**config.mk**
```make
export PLATFORM = sky130hd
export DESIGN_NAME = half_adder_reg
export DESIGN_NICKNAME = d
export VERILOG_FILES = /design/src/rtl/half_adder_reg.sv
export SDC_FILE = /design/constraint.sdc
export NUM_CORES = 1
export LEC_CHECK = 0
export CELL_PAD_IN_SITES_DETAIL_PLACEMENT = 1
export CELL_PAD_IN_SITES_GLOBAL_PLACEMENT = 1
export CORE_AREA = 5 5 42 44
export DETAILED_ROUTE_END_ITERATION = 10
export DIE_AREA = 0 0 47 49
export MAX_ROUTING_LAYER = met4
export PLACE_DENSITY_LB_ADDON = 0.1
export SYNTH_ARGS = -nofsm -noshare
export SYNTH_HDL_FRONTEND = slang
export SYNTH_SLANG_ARGS = --single-unit
```
**constraint.sdc**
```tcl
create_clock -name clk -period 0.8 [get_ports clk]
set_input_delay 0.24 -clock clk [delete_from_list [all_inputs] [get_ports clk]]
set_output_delay 0.24 -clock clk [all_outputs]
set_load 0.01 [all_outputs]
```
**src/rtl/half_adder_reg.sv**
```systemverilog
// rtl/half_adder_reg.sv - registered lane-parallel half adder, one-cycle latency
// Optional carry-event counter enabled by HALF_ADDER_REG_CARRY_COUNT_EN.
module half_adder_reg #(
    parameter int WIDTH = 1,
    parameter int CNT_W = 16
) (
    input  logic             clk,
    input  logic             rst,
    input  logic             in_valid,
    input  logic [WIDTH-1:0] a,
    input  logic [WIDTH-1:0] b,
    output logic             out_valid,
    output logic [WIDTH-1:0] sum,
    output logic [WIDTH-1:0] carry,
    output logic             carry_any
`ifdef HALF_ADDER_REG_CARRY_COUNT_EN
    ,
    output logic [CNT_W-1:0] carry_count
`endif
);

    generate
        if ((WIDTH < 1) || (CNT_W < 1)) begin : g_bad_param
            $error("half_adder_reg: WIDTH and CNT_W must be at least 1");
        end
    endgenerate

    logic [WIDTH-1:0] w_sum;
    logic [WIDTH-1:0] w_carry;

    logic             r_out_valid;
    logic [WIDTH-1:0] r_sum;
    logic [WIDTH-1:0] r_carry;
    logic             r_carry_any;

    assign w_sum   = a ^ b;
    assign w_carry = a & b;

    // Results only load on accepted samples, so X on a/b with in_valid low is harmless.
    always_ff @(posedge clk or posedge rst) begin
        if (rst) begin
            r_out_valid <= 1'b0;
            r_sum       <= '0;
            r_carry     <= '0;
            r_carry_any <= 1'b0;
        end else begin
            r_out_valid <= in_valid;
            if (in_valid) begin
                r_sum       <= w_sum;
                r_carry     <= w_carry;
                r_carry_any <= |w_carry;
            end
        end
    end

    assign out_valid = r_out_valid;
    assign sum       = r_sum;
    assign carry     = r_carry;
    assign carry_any = r_carry_any;

`ifdef HALF_ADDER_REG_CARRY_COUNT_EN
    localparam int PC_W  = $clog2(WIDTH + 1);
    localparam int SUM_W = ((CNT_W > PC_W) ? CNT_W : PC_W) + 1;

    logic [PC_W-1:0]  w_popcnt;
    logic [SUM_W-1:0] w_cnt_sum;
    logic [CNT_W-1:0] w_cnt_next;
    logic [CNT_W-1:0] r_carry_count;

    always_comb begin
        w_popcnt = '0;
        for (int i = 0; i < WIDTH; i++) begin
            w_popcnt = w_popcnt + PC_W'(w_carry[i]);
        end
    end

    // Sum in a wider word so overflow is visible, then clamp at all-ones.
    always_comb begin
        w_cnt_sum  = SUM_W'(r_carry_count) + SUM_W'(w_popcnt);
        w_cnt_next = r_carry_count;
        if (w_cnt_sum > SUM_W'({CNT_W{1'b1}})) begin
            w_cnt_next = {CNT_W{1'b1}};
        end else begin
            w_cnt_next = w_cnt_sum[CNT_W-1:0];
        end
    end

    always_ff @(posedge clk or posedge rst) begin
        if (rst) begin
            r_carry_count <= '0;
        end else if (in_valid) begin
            r_carry_count <= w_cnt_next;
        end
    end

    assign carry_count = r_carry_count;
`endif

endmodule

```
==> results_dict.tcl <==
set metrics [dict create \
    status "finished, violations left" \
    violations "setup timing" \
    rsz0062_at_grt "yes" \
    cp.required_ns 0.56 \
    swShare_pct 21.37 \
    crit_type "reg -> out" \
    drc 0 \
    crit_slowest_cell "dfrtp_1" \
    ios 9 \
    power_density_mw_per_mm2 2101 \
    synth_area_um2 121.4 \
    die_width_um 47 \
    final.period_utilization_pct 123.1 \
    h-tree-depth 1 \
    seq_power_share_pct 33.5 \
    globalRouteOverflowTotal 0 \
    yosys_warnings 0 \
    leakage_uw 0.0001238 \
    fin_cells 37 \
    slew_headroom_pct 90.13 \
    start_kind "flop" \
    worst-path-buf-inv 1 \
    r2r_end "sum" \
    ir_drop_mv 0.3583 \
    cp_max_fo 3 \
    dp_cells 32 \
    pwr-share-comb_pct 17.9 \
    core_area_mm2 0.001401 \
    die-area_mm2 0.002303 \
    ys_seq_area_share_pct 61.86 \
    final_common_cell "buf_2" \
    r2r-start "sum" \
    min_period_ns 0.9845 \
    setup_violations 6 \
    syn-num-nets 14 \
    path_delay_family "flip-flops" \
    cts_max_path_buffers 2 \
    hold_viol 0 \
    clkPwrFrac_pct 48.7 \
    reg2reg_slack_ns -0.07 \
    grt_pass1_wl_um 503 \
    cts_sinks 3 \
    start_util_pct 8.661 \
    syn_avg_cell_area_um2 15.17 \
    cts_tree "built" \
    p_switching_uw 111.8 \
    diodes 0 \
    cap_violations 0 \
    reg2regPathDepth 2 \
    area_growth_pct 105.2 \
    grt_pass1_vias 131 \
    end_kind "primary output" \
    die_height_um 49 \
    nets 28 \
    finalPower_uw 523.2 \
    grt_max_degree 4 \
    grt_use_total_pct 3.827 \
    vias 107 \
    setup_slack_ns -0.1845 \
    root_buffer "clkbuf_4" \
    finish.utilization_pct 17.77 \
    port_buffers 8 \
    numCtsBuffers 3 \
    power.internal_uw 411.4 \
    fmax_ghz 1.016 \
    clock-skew-final_ns 0 \
    antenna_found_initial 0 \
    drive_gt1_share_pct 57.14 \
    insertion_delay_ns 0.22 \
    rows 14 \
    drtPass1Iterations 1 \
    slowest_delay_ns 0.37 \
    drt_iter0_drc 0 \
    ctsHoldBuffers 0 \
    synth-seq-cells 3 \
    hold-worst-slack_ns 0.1881 \
    clk_pin_slew_ns 0.03 \
    wl_per_cell_um 9.568 \
    layout_common_cells "buf_2 (4), dfrtp_1 (3), clkbuf_4 (3)" \
    hp-class "in -> async" \
    cp_cell_sequence "buf_2" \
    place_congestion 0.5778 \
    syn_inst 8 \
    wl_um 354 \
    drtAntennaViolNets 0 \
    tightest_slew_ns 0.1480 \
    arrival_ns 0.74 \
    vias_per_cell 2.892 \
    ys_types 5 \
    maxSlewViolCount 0 \
]
[layout make-up]
cell class / instances / area (um2)
Clock buffer: 4 / 26.28
Fill cell: 174 / 1152
Inverter: 1 / 3.754
Multi-Input combinational cell: 3 / 51.30
Sequential cell: 3 / 75.07
Tap cell: 16 / 20.02
Timing Repair Buffer: 10 / 72.57
[repair_timing]
action                                  CTS  global route
setup buffers                             0             1
hold endpoints to repair                  0             0
endpoints found under the setup margin    6             5
gates resized for setup                  20             0
[state kept, by name, indices dropped and copies added, names as in the netlist]
register	cells
carry	1
out_valid	1
sum	1
[cell usage after synthesis]
master | count | area [um2]
inv_1 | 1 | 3.750
ha_1 | 1 | 12.51
mux2_2 | 2 | 22.52
buf_4 | 1 | 7.510
dfrtp_1 | 3 | 75.07
[stage by stage]
step            TNS, ns  instance area [um2]  worst slack (ns)
2_1_floorplan  -0.01201                137.6          -0.01201
3_5_place_dp     -2.338                237.7           -0.5400
3_3_place_gp     -2.326                237.7           -0.5331
5_1_grt         -0.9868                249.0           -0.2130
4_1_cts         -0.8169                241.5           -0.1994
6_report        -0.8390                249.0           -0.1845
[power by group through the flow]
stage	clock network [uW]	registers (uW)	logic, uW
3_3_place_gp	0	176	115
6_report	255	175	93.5
5_1_grt	280	176	101
4_1_cts	269	175	90.5
2_1_floorplan	0	184	32.3
3_5_place_dp	0	177	113
[worst max-delay path by stage]
stage	startpoint	end	slack [ns]	depth (start not counted)
2_1_floorplan	a	sum	-0.01	2
3_3_place_gp	a	sum	-0.53	3
4_1_cts	carry	carry	-0.20	1
3_5_place_dp	a	sum	-0.54	3
5_1_grt	carry	carry_any	-0.21	1
6_report	carry	carry_any	-0.18	1
[routing by layer]
layer  wire length, um  global-route usage, %  up-vias
met5                 0                      -        -
met4                 0                  5.530        0
met3                73                  3.690        0
met2               145                  3.620        9
met1               134                  3.297       47
li1                  -                      -       51
[kinds of logic (layout without fill, tap and decap cells)]
family                     Yosys count  count (layout)  share of synthesized area [%]
muxes                                2               2                          18.56
adders and majority gates            1               1                          10.31
buffers and inverters                2              15                          9.278
DFF                                  3               3                          61.85
(Power assumes the default switching activity.)
